<file path="src/rtl/ddr_pkg.sv">
// ddr_pkg: shared widths, command-bit positions, FSM state encoding and the
// queued request record for the ddr_sdram request queue.
package ddr_pkg;

  localparam int BA_W    = 2;
  localparam int ADDR_W  = 23;
  localparam int DATA_W  = 16;
  localparam int LEN_W   = 2;
  localparam int ENTRY_W = 1 + BA_W + ADDR_W + DATA_W + LEN_W;  // 44

  // COMMAND bit positions towards ddr_sdram
  localparam int CMD_RW  = 1;  // 1 = write, 0 = read
  localparam int CMD_REQ = 0;  // action requested

  typedef enum logic [1:0] {
    ST_IDLE  = 2'd0,
    ST_ISSUE = 2'd1,
    ST_GAP   = 2'd2
  } state_e;

  // Field order fixes the 44-bit packing {write, ba, addr, data, len}
  typedef struct packed {
    logic              write;
    logic [BA_W-1:0]   ba;
    logic [ADDR_W-1:0] addr;
    logic [DATA_W-1:0] data;
    logic [LEN_W-1:0]  len;
  } entry_t;

endpackage

</file>
<file path="src/rtl/ddr_sync_fifo.sv">
// ddr_sync_fifo: synchronous FIFO with head peek.
//   clk, rst_n : clock, asynchronous active-low reset
//   push       : write wr_data at tail (ignored when full)
//   pop        : drop the head entry (ignored when empty)
//   head       : entry at the read pointer, valid whenever count != 0
//   count      : entries held, 0..DEPTH
module ddr_sync_fifo #(
  parameter int DEPTH = 4,
  parameter int WIDTH = 44
) (
  input  logic                     clk,
  input  logic                     rst_n,
  input  logic                     push,
  input  logic                     pop,
  input  logic [WIDTH-1:0]         wr_data,
  output logic [WIDTH-1:0]         head,
  output logic [$clog2(DEPTH):0]   count
);

  localparam int PW = $clog2(DEPTH);
  localparam logic [PW:0] FULL = (PW+1)'(DEPTH);

  logic [WIDTH-1:0] mem_q [DEPTH];
  logic [WIDTH-1:0] mem_d [DEPTH];
  logic [PW-1:0]    wr_ptr_q, wr_ptr_d;
  logic [PW-1:0]    rd_ptr_q, rd_ptr_d;
  logic [PW:0]      count_q, count_d;
  logic             push_ok, pop_ok;

  assign push_ok = push && (count_q != FULL);
  assign pop_ok  = pop && (count_q != '0);

  // Pointers are PW bits wide, so the increment wraps modulo DEPTH
  always_comb begin
    mem_d    = mem_q;
    wr_ptr_d = wr_ptr_q;
    rd_ptr_d = rd_ptr_q;
    count_d  = count_q;
    if (push_ok) begin
      mem_d[wr_ptr_q] = wr_data;
      wr_ptr_d        = wr_ptr_q + 1'b1;
    end
    if (pop_ok) begin
      rd_ptr_d = rd_ptr_q + 1'b1;
    end
    case ({push_ok, pop_ok})
      2'b10:   count_d = count_q + 1'b1;
      2'b01:   count_d = count_q - 1'b1;
      default: count_d = count_q;
    endcase
  end

  always_ff @(posedge clk or negedge rst_n) begin
    if (!rst_n) begin
      for (int i = 0; i < DEPTH; i++) mem_q[i] <= '0;
      wr_ptr_q <= '0;
      rd_ptr_q <= '0;
      count_q  <= '0;
    end else begin
      mem_q    <= mem_d;
      wr_ptr_q <= wr_ptr_d;
      rd_ptr_q <= rd_ptr_d;
      count_q  <= count_d;
    end
  end

  assign head  = mem_q[rd_ptr_q];
  assign count = count_q;

endmodule

</file>
<file path="src/rtl/ddr_cmd_queue.sv">
// ddr_cmd_queue: request buffer in front of ddr_sdram. Requests are queued
// and presented one at a time on ddr_sdram's master interface; each is
// retired on a rising edge of ACCEPTED or dropped (ERR set) on timeout.
//   DDR_CLK, RESET_N       : clock, asynchronous active-low reset
//   REQ_*                  : request input (valid/ready), fields stored as-is
//   BA_IN..WRITE_LENGTH    : request presented to ddr_sdram
//   COMMAND                : [1] write/read, [0] action requested
//   ACCEPTED               : from ddr_sdram, rising edge = task complete
//   COUNT                  : entries held, including the one in flight
//   BUSY                   : FSM not idle
//   ERR / ERR_CLR          : sticky timeout flag and its synchronous clear
//
// Handshake: a request transfers on a clock edge where REQ_VALID and
// REQ_READY are both high. REQ_READY depends only on the registered COUNT,
// so a retire in the same cycle does not open a slot until the next cycle.
module ddr_cmd_queue
  import ddr_pkg::*;
#(
  parameter int DEPTH   = 4,
  parameter int TIMEOUT = 255
) (
  input  logic                    DDR_CLK,
  input  logic                    RESET_N,
  input  logic                    REQ_VALID,
  output logic                    REQ_READY,
  input  logic                    REQ_WRITE,
  input  logic [1:0]              REQ_BA,
  input  logic [22:0]             REQ_ADDR,
  input  logic [15:0]             REQ_DATA,
  input  logic [1:0]              REQ_LEN,
  output logic [1:0]              BA_IN,
  output logic [22:0]             ADDR_IN,
  output logic [15:0]             DATA_IN,
  output logic [1:0]              COMMAND,
  output logic [1:0]              WRITE_LENGTH,
  input  logic                    ACCEPTED,
  output logic [$clog2(DEPTH):0]  COUNT,
  output logic                    BUSY,
  output logic                    ERR,
  input  logic                    ERR_CLR
);

  localparam int CW = $clog2(DEPTH) + 1;
  localparam logic [CW-1:0] FULL         = CW'(DEPTH);
  localparam logic [7:0]    TIMEOUT_LAST = 8'(TIMEOUT - 1);

  state_e            state_q, state_d;
  logic [BA_W-1:0]   ba_q, ba_d;
  logic [ADDR_W-1:0] addr_q, addr_d;
  logic [DATA_W-1:0] data_q, data_d;
  logic [LEN_W-1:0]  len_q, len_d;
  logic [1:0]        cmd_q, cmd_d;
  logic [7:0]        timer_q, timer_d;
  logic              err_q, err_d;
  logic              acc_q;
  logic              rise;
  logic              push, pop;
  logic [CW-1:0]     fifo_count;
  logic [ENTRY_W-1:0] head_bits;
  entry_t            head;
  entry_t            wr_entry;

  assign REQ_READY = (fifo_count != FULL);
  assign push      = REQ_VALID && REQ_READY;
  assign wr_entry  = '{write: REQ_WRITE, ba: REQ_BA, addr: REQ_ADDR,
                       data: REQ_DATA, len: REQ_LEN};
  assign head      = entry_t'(head_bits);
  assign rise      = ACCEPTED && !acc_q;

  ddr_sync_fifo #(.DEPTH(DEPTH), .WIDTH(ENTRY_W)) u_fifo (
    .clk     (DDR_CLK),
    .rst_n   (RESET_N),
    .push    (push),
    .pop     (pop),
    .wr_data (wr_entry),
    .head    (head_bits),
    .count   (fifo_count)
  );

  always_comb begin
    state_d = state_q;
    ba_d    = ba_q;
    addr_d  = addr_q;
    data_d  = data_q;
    len_d   = len_q;
    cmd_d   = cmd_q;
    timer_d = timer_q;
    pop     = 1'b0;
    err_d   = err_q && !ERR_CLR;
    case (state_q)
      ST_IDLE: begin
        if (fifo_count != '0) begin
          ba_d           = head.ba;
          addr_d         = head.addr;
          data_d         = head.data;
          len_d          = head.len;
          cmd_d[CMD_RW]  = head.write;
          cmd_d[CMD_REQ] = 1'b1;
          timer_d        = '0;
          state_d        = ST_ISSUE;
        end
      end
      ST_ISSUE: begin
        timer_d = timer_q + 8'd1;
        // An acknowledge in the final timeout cycle still counts as success
        if (rise) begin
          cmd_d   = 2'b00;
          pop     = 1'b1;
          state_d = ST_GAP;
        end else if (timer_q == TIMEOUT_LAST) begin
          err_d   = 1'b1;
          cmd_d   = 2'b00;
          pop     = 1'b1;
          state_d = ST_GAP;
        end
      end
      // One low cycle on COMMAND[0] so ddr_sdram sees a fresh request edge
      ST_GAP:  state_d = ST_IDLE;
      default: state_d = ST_IDLE;
    endcase
  end

  always_ff @(posedge DDR_CLK or negedge RESET_N) begin
    if (!RESET_N) begin
      state_q <= ST_IDLE;
      ba_q    <= '0;
      addr_q  <= '0;
      data_q  <= '0;
      len_q   <= '0;
      cmd_q   <= '0;
      timer_q <= '0;
      err_q   <= 1'b0;
      acc_q   <= 1'b0;
    end else begin
      state_q <= state_d;
      ba_q    <= ba_d;
      addr_q  <= addr_d;
      data_q  <= data_d;
      len_q   <= len_d;
      cmd_q   <= cmd_d;
      timer_q <= timer_d;
      err_q   <= err_d;
      acc_q   <= ACCEPTED;
    end
  end

  assign BA_IN        = ba_q;
  assign ADDR_IN      = addr_q;
  assign DATA_IN      = data_q;
  assign WRITE_LENGTH = len_q;
  assign COMMAND      = cmd_q;
  assign COUNT        = fifo_count;
  assign BUSY         = (state_q != ST_IDLE);
  assign ERR          = err_q;

endmodule

</file>
<file path="config.mk">
export PLATFORM = sky130hd
export DESIGN_NAME = ddr_cmd_queue
export DESIGN_NICKNAME = d
export VERILOG_FILES = /design/src/rtl/ddr_pkg.sv /design/src/rtl/ddr_sync_fifo.sv /design/src/rtl/ddr_cmd_queue.sv
export SDC_FILE = /design/constraint.sdc
export NUM_CORES = 1
export LEC_CHECK = 0
export CORE_MARGIN = 2
export CORE_UTILIZATION = 35
export CTS_BUF_LIST = sky130_fd_sc_hd__clkbuf_4
export DETAILED_ROUTE_END_ITERATION = 10
export PLACE_DENSITY_LB_ADDON = 0.3
export SKIP_CTS_REPAIR_TIMING = 1
export SLEW_MARGIN = 15
export SYNTH_ARGS = -nofsm -noshare
export SYNTH_HDL_FRONTEND = slang
export SYNTH_SLANG_ARGS = --single-unit
export TNS_END_PERCENT = 20
</file>
<file path="constraint.sdc">
create_clock -name DDR_CLK -period 3 [get_ports DDR_CLK]
set_input_delay 0.6 -clock DDR_CLK [delete_from_list [all_inputs] [get_ports DDR_CLK]]
set_output_delay 0.6 -clock DDR_CLK [all_outputs]
set_load 0.02 [all_outputs]
</file>
==> results.md <==
* Status: completed
* Clk slew on worst S/H paths at 0.07 ns
* # H-tree levels at 3
* Placement row count at 62
* Initial DRT Pass Iterations at 4
* RSZ-0062 raised after global routing: no
* # setup viols final at 0
* Max VDD drop at 0.531 mV
* Crit end category: output pin
* WS Path Type: flop to output pin
* I/O Buffers at 99
* Nets at 913
* WP data required at 2.40 ns
* Overall routing resource usage at 0.147
* Synth top area share at 0.581
* Chip height at 176 um
* RePlAce Congestion at 0.703
* R2R depth at 6
* Hold Path End: acc_q
* Area growth from synthesis to layout at 22.4%
* DRT Wirelength at 21.5 mm
* Rel. slew slack at 0.513
* Worst Hold Depth at 1
* Final critical-path share of the clock period at 0.837
* Max Clk Rate at 398 MHz
* Fin crit period at 2.51 ns
* Total power at 0.0145 W
* Hold slack at 0.443 ns
* Post-synthesis average cell area at 14.7 um2
* Core Region at 28900 um2
* Max cap viols at 0
* CTS Sinks at 240
* Die ar. at 30900 um2
* Syn_nets at 762
* Via count at 6113
* Arr. time, crit path at 1.91 ns
* Chip Width at 176 um
* Root Buffer: clkbuf_4
* Worst-path maximum fanout at 3
* Comb power frac at 0.397
* Min-delay src: ACCEPTED
* CP startpoint kind: flop
* P_leak at 5.65 nW
* Worst-Margin Slew at 0.730 ns
* Effective utilization at floorplan at 0.357
* Initial antenna violation count at 3
* Synth area leader: dfrtp_1
* Setup_tns at 0 ns
* Hold Crit Class: primary input to flop
* Clock Tree Buf Depth at 3
* Switching Fraction at 0.324
* Sequential share of the synthesized area at 0.581
* Psw at 0.00469 W
* Synth top area cells: dfrtp_1, mux2_2, mux4_2
* Final HPWL DP at 13.0 mm
* Cell Int Power at 0.00977 W
* Clock Power Share at 0.208
* Vias in the first global route at 6604
* WL per Instance at 16.7 um
* First-pass GRT wire length at 35.7 mm
* Post-Syn Instances at 705
* Layout cells sized above 1 at 0.400
* Synthesized flop and latch total at 240
* Mapped Area at 10300 um2
* Most common cell after layout, fill and taps aside: dfrtp_1
* Worst Clk Skew at 0.0417 ns
* Worst reg2reg path startpoint: timer_q[4]
* P per Cell Area at 1140 nW/um2
* R2r endpoint: u_fifo.count[1]
* Vias per inst at 4.76
* Drt first-iter violations at 203
* DR DRC count at 0
* Clock Latency Late Sink at 0.66 ns
* Synthesis Warnings at 0
* Largest net degree at the start of global routing at 90
* Commonest non-fill, non-tap cells in the layout: dfrtp_1, mux2_2, nand2_1
* I/O pins at 100
* CTS tree: done
* Antenna Nets Post-Route at 0
* Grt ovf at 0
* Final Max Tran Viols at 0
* Sequential Power Share at 0.395
* TritonCTS Buffers at 67
* FF-to-FF setup slack at 0.74 ns
* Cell variety after synth at 36
* Final hold vios at 0
==> worst max-delay path, stage by stage (launching register included) <==
cell             delay [ns]
dfrtp_1                0.38
or2_2                  0.34
clkdlybuf4s50_1        0.57
==> synthesized netlist by cell type (all sizes together) <==
library cell and number:
ha 7, clkbuf 7, nand4 2, a21oi 4, nand2 143, and4 1, nand3 5, o21ai 5
and3 1, a211oi 1, inv 6, mux4 44, nor2 9, nand2b 2, dfrtp 240, o22ai 1
mux2 178, fa 1, buf 31, nor2b 1, xnor2 4, a2111oi 1, nor3 1, or2 2
a21boi 1, mux2i 3, xor2 3, a31oi 1
==> area by class of cell <==
| cell class | instances | area [um2] |
|---|---|---|
| antenna | 1 | 2.50 |
| clock buffer | 99 | 743 |
| clock inverter | 13 | 114 |
| fill | 2682 | 16300 |
| inverter | 6 | 22.5 |
| multi-input combinational | 421 | 4040 |
| sequential | 240 | 6010 |
| tap | 384 | 480 |
| timing repair buffer | 120 | 1240 |
==> worst max path at each step <==
stage               startpoint         endpoint
6_report            state_q[0]             BUSY
5_1_grt        u_fifo.count[1]        REQ_READY
4_1_cts             state_q[0]             BUSY
3_5_place_dp          ACCEPTED  u_fifo.count[1]
3_3_place_gp          ACCEPTED  u_fifo.count[1]
2_1_floorplan  u_fifo.count[0]  u_fifo.count[2]
==> registers in the layout, indices dropped and copies added, names as in the netlist, 3 cells and up <==
| name | cells |
|---|---|
| ADDR_IN | 23 |
| u_fifo.mem_q | 176 |
| timer_q | 8 |
| u_fifo.count | 3 |
| DATA_IN | 16 |
==> logic make-up (layout without fill, tap and decap cells) <==
| group | Yosys count | after routing | synth area share |
|---|---|---|---|
| AO/OA/AOI/OAI | 14 | 14 | 0.0100 |
| XOR/XNOR | 7 | 7 | 0.00593 |
| adder cells (fa/ha/maj) | 8 | 8 | 0.0104 |
| buffers and inverters | 44 | 238 | 0.0295 |
| flip-flops | 240 | 240 | 0.581 |
| multiplexers | 225 | 225 | 0.296 |
| other | 0 | 1 | 0 |
| AND/OR/NAND/NOR | 167 | 167 | 0.0675 |
==> stage by stage <==
step,cell area (um2),instances,setup WS (ns),utilization
global placement,11800,1170,0.420,0.407
CTS,12600,1282,0.412,0.437
floorplan,10300,705,0.876,-
detailed placement,11800,1170,0.376,0.407
finish,12700,1284,0.490,0.437
global route,12700,1284,0.341,0.437
==> power by group through the flow <==
stage | logic [W] | registers (W) | clock network, W
2_1_floorplan | 0.00399 | 0.00583 | 0
5_1_grt | 0.00629 | 0.00594 | 0.00331
6_report | 0.00574 | 0.00572 | 0.00300
3_5_place_dp | 0.00586 | 0.00577 | 0
4_1_cts | 0.00586 | 0.00573 | 0.00314
3_3_place_gp | 0.00575 | 0.00574 | 0
==> metal layers <==
layer / up-vias / routed length, um / global-route usage
li1: 2821 / - / -
met1: 3132 / 9910 / 0.192
met2: 122 / 9960 / 0.231
met3: 36 / 1280 / 0.0461
met4: 2 / 333 / 0.0510
met5: - / 13 / 0
Power figures use the tool's default switching activity.
